[src/rtl/branch_predictor.sv]
// Dynamic branch predictor: BTB + saturating-counter table, bimodal or gshare indexed.
// Fetch lookup is combinational off registered tables; execute resolution updates on the clock edge.
module branch_predictor #(
  parameter int XLEN    = 32,
  parameter int ENTRIES = 64,
  parameter int TAG_W   = 8,
  parameter int CNT_W   = 2,
  parameter int GHR_W   = 0
) (
  input  logic            clk,
  input  logic            reset,
  input  logic [XLEN-1:0] pc_f,
  output logic            pred_taken_f,
  output logic [XLEN-1:0] pred_target_f,
  input  logic            upd_valid,
  input  logic [XLEN-1:0] upd_pc,
  input  logic            upd_is_branch,
  input  logic            upd_is_jump,
  input  logic            upd_taken,
  input  logic [XLEN-1:0] upd_target,
  input  logic            upd_pred_taken,
  input  logic [XLEN-1:0] upd_pred_target,
  output logic            mispredict_e,
  output logic [XLEN-1:0] redirect_pc_e,
  output logic [31:0]     br_count,
  output logic [31:0]     mispred_count
);
  localparam int IDX_W = $clog2(ENTRIES);
  localparam int HW    = (GHR_W > 0) ? GHR_W : 1;
  localparam logic [CNT_W-1:0] CNT_MAX = {CNT_W{1'b1}};
  localparam logic [CNT_W-1:0] CNT_WT  = CNT_W'(1) << (CNT_W - 1);
  localparam logic [CNT_W-1:0] CNT_WNT = CNT_WT - CNT_W'(1);

  logic [ENTRIES-1:0] valid_q;
  logic [ENTRIES-1:0] jump_q;
  logic [TAG_W-1:0]   tag_q    [ENTRIES];
  logic [XLEN-1:0]    target_q [ENTRIES];
  logic [CNT_W-1:0]   cnt_q    [ENTRIES];
  logic [HW-1:0]      ghr_q;

  function automatic logic [IDX_W-1:0] index_of(input logic [XLEN-1:0] pc, input logic [HW-1:0] ghr);
    logic [IDX_W-1:0] hist;
    hist = '0;
    if (GHR_W > 0) hist[HW-1:0] = ghr;
    return pc[IDX_W+1:2] ^ hist;
  endfunction

  function automatic logic [TAG_W-1:0] tag_of(input logic [XLEN-1:0] pc);
    return pc[IDX_W+2+TAG_W-1:IDX_W+2];
  endfunction

  logic [IDX_W-1:0] f_idx, u_idx;
  logic             f_hit, u_hit;
  logic             is_ctrl, eff_taken;
  logic [XLEN-1:0]  actual_next;
  logic             unused_bits;

  assign f_idx = index_of(pc_f, ghr_q);
  assign f_hit = valid_q[f_idx] && (tag_q[f_idx] == tag_of(pc_f));
  assign pred_taken_f  = f_hit && (jump_q[f_idx] || cnt_q[f_idx][CNT_W-1]);
  assign pred_target_f = pred_taken_f ? target_q[f_idx] : pc_f + XLEN'(4);

  assign u_idx = index_of(upd_pc, ghr_q);
  assign u_hit = valid_q[u_idx] && (tag_q[u_idx] == tag_of(upd_pc));

  // A non-control instruction never really redirects, whatever upd_taken carries.
  assign is_ctrl     = upd_is_branch || upd_is_jump;
  assign eff_taken   = upd_is_jump || (upd_is_branch && upd_taken);
  assign actual_next = eff_taken ? upd_target : upd_pc + XLEN'(4);

  // Redirects are suppressed while reset is held so a flush cannot leak out of reset.
  assign mispredict_e  = reset && upd_valid && (upd_pred_target != actual_next);
  assign redirect_pc_e = actual_next;

  assign unused_bits = ^{pc_f, upd_pc, upd_pred_taken};

  always_ff @(posedge clk or negedge reset) begin
    if (!reset) begin
      for (int i = 0; i < ENTRIES; i++) begin
        valid_q[i]  <= 1'b0;
        jump_q[i]   <= 1'b0;
        tag_q[i]    <= '0;
        target_q[i] <= '0;
        cnt_q[i]    <= CNT_WNT;
      end
      ghr_q         <= '0;
      br_count      <= '0;
      mispred_count <= '0;
    end else if (upd_valid) begin
      if (is_ctrl) begin
        if (u_hit) begin
          if (eff_taken) begin
            if (cnt_q[u_idx] != CNT_MAX) cnt_q[u_idx] <= cnt_q[u_idx] + CNT_W'(1);
            target_q[u_idx] <= upd_target;
            jump_q[u_idx]   <= upd_is_jump;
          end else if (cnt_q[u_idx] != '0) begin
            cnt_q[u_idx] <= cnt_q[u_idx] - CNT_W'(1);
          end
        end else if (eff_taken) begin
          valid_q[u_idx]  <= 1'b1;
          tag_q[u_idx]    <= tag_of(upd_pc);
          target_q[u_idx] <= upd_target;
          jump_q[u_idx]   <= upd_is_jump;
          cnt_q[u_idx]    <= CNT_WT;
        end
        if (br_count != '1) br_count <= br_count + 32'd1;
        if (mispredict_e && (mispred_count != '1)) mispred_count <= mispred_count + 32'd1;
      end else if (u_hit) begin
        valid_q[u_idx] <= 1'b0;
      end
      if (upd_is_branch && (GHR_W > 0)) ghr_q <= (ghr_q << 1) | HW'(upd_taken);
    end
  end
endmodule

[config.mk]
export PLATFORM = sky130hd
export DESIGN_NAME = branch_predictor
export DESIGN_NICKNAME = d
export VERILOG_FILES = /design/src/rtl/branch_predictor.sv
export SDC_FILE = /design/constraint.sdc
export NUM_CORES = 2
export LEC_CHECK = 0
export CAP_MARGIN = 20
export CELL_PAD_IN_SITES_DETAIL_PLACEMENT = 0
export CELL_PAD_IN_SITES_GLOBAL_PLACEMENT = 1
export CORE_MARGIN = 5
export CORE_UTILIZATION = 54
export DETAILED_ROUTE_END_ITERATION = 7
export PLACE_DENSITY = 0.8
export SETUP_SLACK_MARGIN = 0.15
export SLEW_MARGIN = 20
export SYNTH_ARGS = -nofsm -noshare
export SYNTH_HDL_FRONTEND = slang
export SYNTH_SLANG_ARGS = --single-unit
export TNS_END_PERCENT = 5
[constraint.sdc]
create_clock -name clk -period 5.9 [get_ports clk]
set_clock_uncertainty 0.15 [all_clocks]
set_input_delay 0.885 -clock clk [delete_from_list [all_inputs] [get_ports clk]]
set_output_delay 0.885 -clock clk [all_outputs]
set_load 0.05 [all_outputs]
---- Yosys cells after proc, flatten, opt, wreduce, memory -nomap -nowiden ----
Index checks and enable logic that the tools add are counted.
W data, S select, Z words.
cells by class
  add/sub/neg operators ................... 6
  eq/ne operators ......................... 8
  magnitude comparators ................... 6
  multiplexer cells ....................... 45
  bitwise logic cells ..................... 9
  reduce and logical (&&, ||, !) cells .... 22
operators with widths
  operator                 number
  $bwmux W2048             1
  $mux W128                5
  $bwmux W512              1
  $bwmux W128              2
  $mux W64                 4
  $bmux W32 S6             1
  $demux W32 S6            1
  $mux W32                 5
  $and A64 B64 Y64         2
  $not A64 Y64             2
  $or A64 B64 Y64          2
  $bmux W8 S6              2
  $add A32 B1 Y32 const B  2
  $add A32 B3 Y32 const B  2
  $bwmux W64               1
  $ne A32 B32 Y1 const B   2
  $demux W8 S6             1
  $mux W8                  5
  $ne A32 B32 Y1           1
  $bmux W2 S6              2
  $bmux W1 S6              3
  $eq A8 B8 Y1             2
  $ge A7 B7 Y1 const B     2
  $lt A6 B7 Y1 const B     2
  other kinds (18)         43
storage, ports and cells
  input bits .............................. 135
  output and inout bits ................... 130
  word-level logic and storage cells ...... 292
  flip-flop bits (word level) ............. 2880

---- Logic depth before layout (Yosys ltp) ----
  depth after elaboration ................. 9
  gate-level depth with buffers ........... 22
  depth with buffers taken out ............ 13

---- Worst setup path before layout ----
No wires, ideal clock.
  path kind ............................... input-to-output
  start point ............................. input port pc_f[2]
  end point ............................... output port pred_taken_f
  data required time ...................... 4.865 ns
  buffers on the path ..................... 3
  data arrival time ....................... 5.179 ns
  slack ................................... -0.314 ns
  cell stages on the path ................. 10
  path through ............................ buf_2 buf_2 buf_2 mux4_2 mux4_2 mux4_2 xor2_1 nor3_1 nand3_1 nor4b_1
on the way
  cells in the longest elaborated chain, start to end .. 7
RTL lines
  item                                        RTL line  RTL
  start: declaration                          12        input logic [XLEN-1:0] pc_f,
  $not A6 Y7 (not written as such)            59, 60
  $bmux W8 S6                                 59        assign f_hit = valid_q[f_idx] && (tag_q[f_idx] == tag_of(pc_f));
  $mux W8 (not written as such) (2 in a row)  59
  $eq A8 B8 Y1                                59
  $logic_and A1 B1 Y1                         59
  $logic_and A1 B1 Y1 *                       60        assign pred_taken_f = f_hit && (jump_q[f_idx] || cnt_q[f_idx][CNT_W-1]);
  end: declaration                            13        output logic pred_taken_f,
Every way passes the cells marked *; elsewhere a longest branch is shown, timed or not. The select of a mux whose other input is x is not followed.

---- Worst setup path in the final report ----
  start point ............................. input port upd_pc[17]
  end point ............................... output port mispredict_e
on the way
  cells in the longest elaborated chain, start to end .. 4
RTL lines
  item                 RTL line  RTL
  start: declaration   16        input logic [XLEN-1:0] upd_pc,
  $add A32 B3 Y32      69        assign actual_next = eff_taken ? upd_target : upd_pc + XLEN'(4);
  $mux W32             69
  $ne A32 B32 Y1       72        assign mispredict_e = reset && upd_valid && (upd_pred_target != actual_next);
  $logic_and A1 B1 Y1  72
  end: declaration     23        output logic mispredict_e,
Every way passes these cells.

==> results.sh <==
export IMPL_status="complete, no violations"
export IMPL_setup_viol=0
export IMPL_dp_cells=12500
export IMPL_cp_required_ns=4.87
export IMPL_fin_crit_ns=5.77
export IMPL_ys_async_sr_fraction=1.00
export IMPL_p_per_area_nw_per_um2=312
export IMPL_holdCritPathClass="in -> async"
export IMPL_synth_nets=9398
export IMPL_drive_gt1_frac=0.517
export IMPL_finalHoldWorstSlack_ns=0.321
export IMPL_leakage_nw=73.0
export IMPL_drv_cap=0
export IMPL_wl_um=423000
export IMPL_antenna_found_initial=29
export IMPL_grt_pass1_wl_um=625000
export IMPL_synth_area_leaders="dfrtp_1 (51%), mux2_2 (22%), mux4_2 (15%)"
export IMPL_tightest_slew_ns=1.17
export IMPL_dp_hpwl_um=267000
export IMPL_die_y_um=518
export IMPL_critPathCaptureType="output pin"
export IMPL_reg2reg_from="tag_q[167]"
export IMPL_synth_ff_latch_count=2880
export IMPL_cp_num_buf_inv=2
export IMPL_htree_levels=5
export IMPL_instances_no_fill=13100
export IMPL_cts_buffer_depth=4
export IMPL_yosys_cell_types_count=77
export IMPL_ys_seq_area_frac=0.519
export IMPL_fp_row_count=186
export IMPL_clk_pin_slew_ns=0.06
export IMPL_ir_drop_v=0.000357
export IMPL_die_w_um=518
export IMPL_start_kind="primary input"
export IMPL_gp_congestion=0.971
export IMPL_track_usage=0.313
export IMPL_syn_avg_cell_area_um2=15.0
export IMPL_slew_headroom=0.217
export IMPL_overflow=0
export IMPL_cp_data_arrival_time_ns=4.73
export IMPL_drcViolationCount=0
export IMPL_crit_chain="clkdlybuf4s50_1 -> nand4_1 -> or4_4 -> or4_4 -> xor2_2 -> xnor2_1 -> or4_1 -> or4_1 -> a2111o_1 -> and2_1 -> buf_4"
export IMPL_crit_path_top_delay_cell="or4_4"
export IMPL_finalHoldViolations=0
export IMPL_clock_latency_ns=0.96
export IMPL_path_delay_family="simple AND/OR/NAND/NOR gates"
export IMPL_finalCritPeriodShare=0.978
export IMPL_clock_root_buffer="clkbuf_16"
export IMPL_startpoint="upd_pc[17]"
export IMPL_numCtsBuffers=323
export IMPL_yosysWarningCount=0
export IMPL_ys_flop_type="dfrtp_1"
export IMPL_wire_per_inst_um=32.4
export IMPL_grt_max_degree=190
export IMPL_fill_cells=18900
export IMPL_critPathKind="in -> out"
export IMPL_r2r_end="tag_q[231]"
export IMPL_max_freq_mhz=173
export IMPL_grt_pass1_vias=91200
export IMPL_critPathMaxStageDelay_ns=0.55
export IMPL_netlist_top_cell_by_area="dfrtp_1"
export IMPL_synth_top_area_frac=0.507
export IMPL_rsz0062_at_grt="true"
export IMPL_synth_edf_count=0
export IMPL_drt_pass1_iter_count=7
export IMPL_power_w=0.0495
export IMPL_fp_dieArea_um2=268000
export IMPL_cp_max_fo=2
export IMPL_fin_nets=9593
export IMPL_pin_count=265
export IMPL_core_area_um2=257000
export IMPL_drv_slew=0
export IMPL_r2r_cells=16
export IMPL_syn_inst=9257
export IMPL_synth_most_common_cell="dfrtp_1"
export IMPL_avgViaCountPerCell=6.68
export IMPL_synth_common_cells="dfrtp_1 (2816), mux2_2 (2736), mux4_2 (897)"
export IMPL_port_buffers=263
export IMPL_reg2reg_slack_ns=1.39
export IMPL_dr_first_iter_drc_count=8631
export IMPL_drtAntennaViolNets=0
export IMPL_cts_tree="yes"
export IMPL_cts_sinks=2880
export IMPL_num_vias=87400
export IMPL_start_util=0.542
export IMPL_syn2layout_area_growth_pct=13.8
export IMPL_synth_area_um2=139000
-- worst max path at each step --
stage,endpoint,slack [ns],depth (start not counted)
after global placement,pred_target_f[14],-0.20,12
after CTS,pred_target_f[13],0.02,11
after floorplan,mispredict_e,0.15,12
final,mispredict_e,0.13,11
after global routing,mispredict_e,0.008,11
after detailed placement,pred_target_f[0],-0.15,10
-- cell usage in the layout (no fill, tap or decap), types with 28 or more instances in the layout --
| cell | count |
|---|---|
| and3_1 | 32 |
| dfrtp_1 | 2816 |
| clkbuf_8 | 74 |
| o22ai_1 | 31 |
| o211ai_1 | 40 |
| clkdlybuf4s50_1 | 161 |
| a22oi_1 | 91 |
| mux2_2 | 2756 |
| nand4_1 | 52 |
| xnor2_1 | 137 |
| buf_4 | 391 |
| a221oi_1 | 53 |
| clkbuf_1 | 73 |
| xor2_1 | 33 |
| a31oi_1 | 60 |
| nand2_1 | 181 |
| a2bb2oi_1 | 43 |
| nand2_2 | 66 |
| mux2_1 | 31 |
| nand3_1 | 71 |
| buf_2 | 40 |
| inv_1 | 45 |
| mux4_2 | 897 |
| o21ai_0 | 133 |
| nor3_1 | 49 |
| nor2_1 | 137 |
| a21oi_1 | 109 |
| clkbuf_16 | 331 |
| nand3b_1 | 28 |
| dfstp_2 | 64 |
| nor2_4 | 55 |
| clkinv_2 | 52 |
| buf_12 | 123 |
| mux2i_1 | 66 |
-- sequential cells by signal, summed over array words and instances, names as in the netlist, named ones only --
signal         count
target_q        2048
tag_q            512
cnt_q            128
jump_q            64
br_count          32
mispred_count     32
-- per-layer routing --
layer / vias up / routed length [um] / track usage
met5: - / 57 / 0
met4: 10 / 17800 / 0.119
met3: 833 / 33500 / 0.0648
met2: 3723 / 199000 / 0.491
met1: 47500 / 173000 / 0.435
li1: 35400 / - / -
-- per-stage QoR --
stage / TNS, ns / setup slack, ns / area, um^2 / utilization
3_5_place_dp: -1.93 / -0.147 / 147000 / 0.574
5_1_grt: 0 / 0.00790 / 158000 / 0.617
2_1_floorplan: 0 / 0.148 / 139000 / -
4_1_cts: 0 / 0.0245 / 158000 / 0.615
6_report: 0 / 0.132 / 158000 / 0.617
3_3_place_gp: -4.78 / -0.196 / 147000 / 0.574
-- logic make-up (layout without fill, tap and decap cells) --
| group | after synthesis | after routing | synth area share |
|---|---|---|---|
| flops | 2880 | 2880 | 0.519 |
| other cells | 0 | 10 | 0 |
| fa+ha+maj | 6 | 6 | 0.000540 |
| buf+inv | 935 | 1367 | 0.0276 |
| simple gates | 807 | 807 | 0.0316 |
| compound gates | 699 | 699 | 0.0346 |
| mux | 3756 | 3756 | 0.376 |
| xor+xnor | 174 | 174 | 0.0110 |
-- cell type report --
type / instances / area, um^2 / share of cell area
clock buffer: 472 / 9440 / 0.0596
inverter: 49 / 184 / 0.00116
timing repair buffer: 756 / 7900 / 0.0499
tap: 3384 / 4230 / 0.0267
sequential: 2880 / 72100 / 0.456
clock inverter: 90 / 1020 / 0.00642
antenna: 10 / 25.0 / 0.000158
multi-input combinational: 5442 / 63400 / 0.400
-- power by group --
| group | switching [W] | internal [W] |
|---|---|---|
| combinational | 0.00326 | 0.00337 |
| sequential | 0.00115 | 0.0217 |
| clock | 0.00812 | 0.0118 |
-- timing repair --
action,CTS,global route
setup endpoints to repair,33,33
setup buffers,1,14
cloned,0,5
pin swaps,1,3
hold buffers,1,0
gates resized for setup,2,56
hold endpoints to repair,68,0
Note: power is estimated with default switching activity, not from simulation.
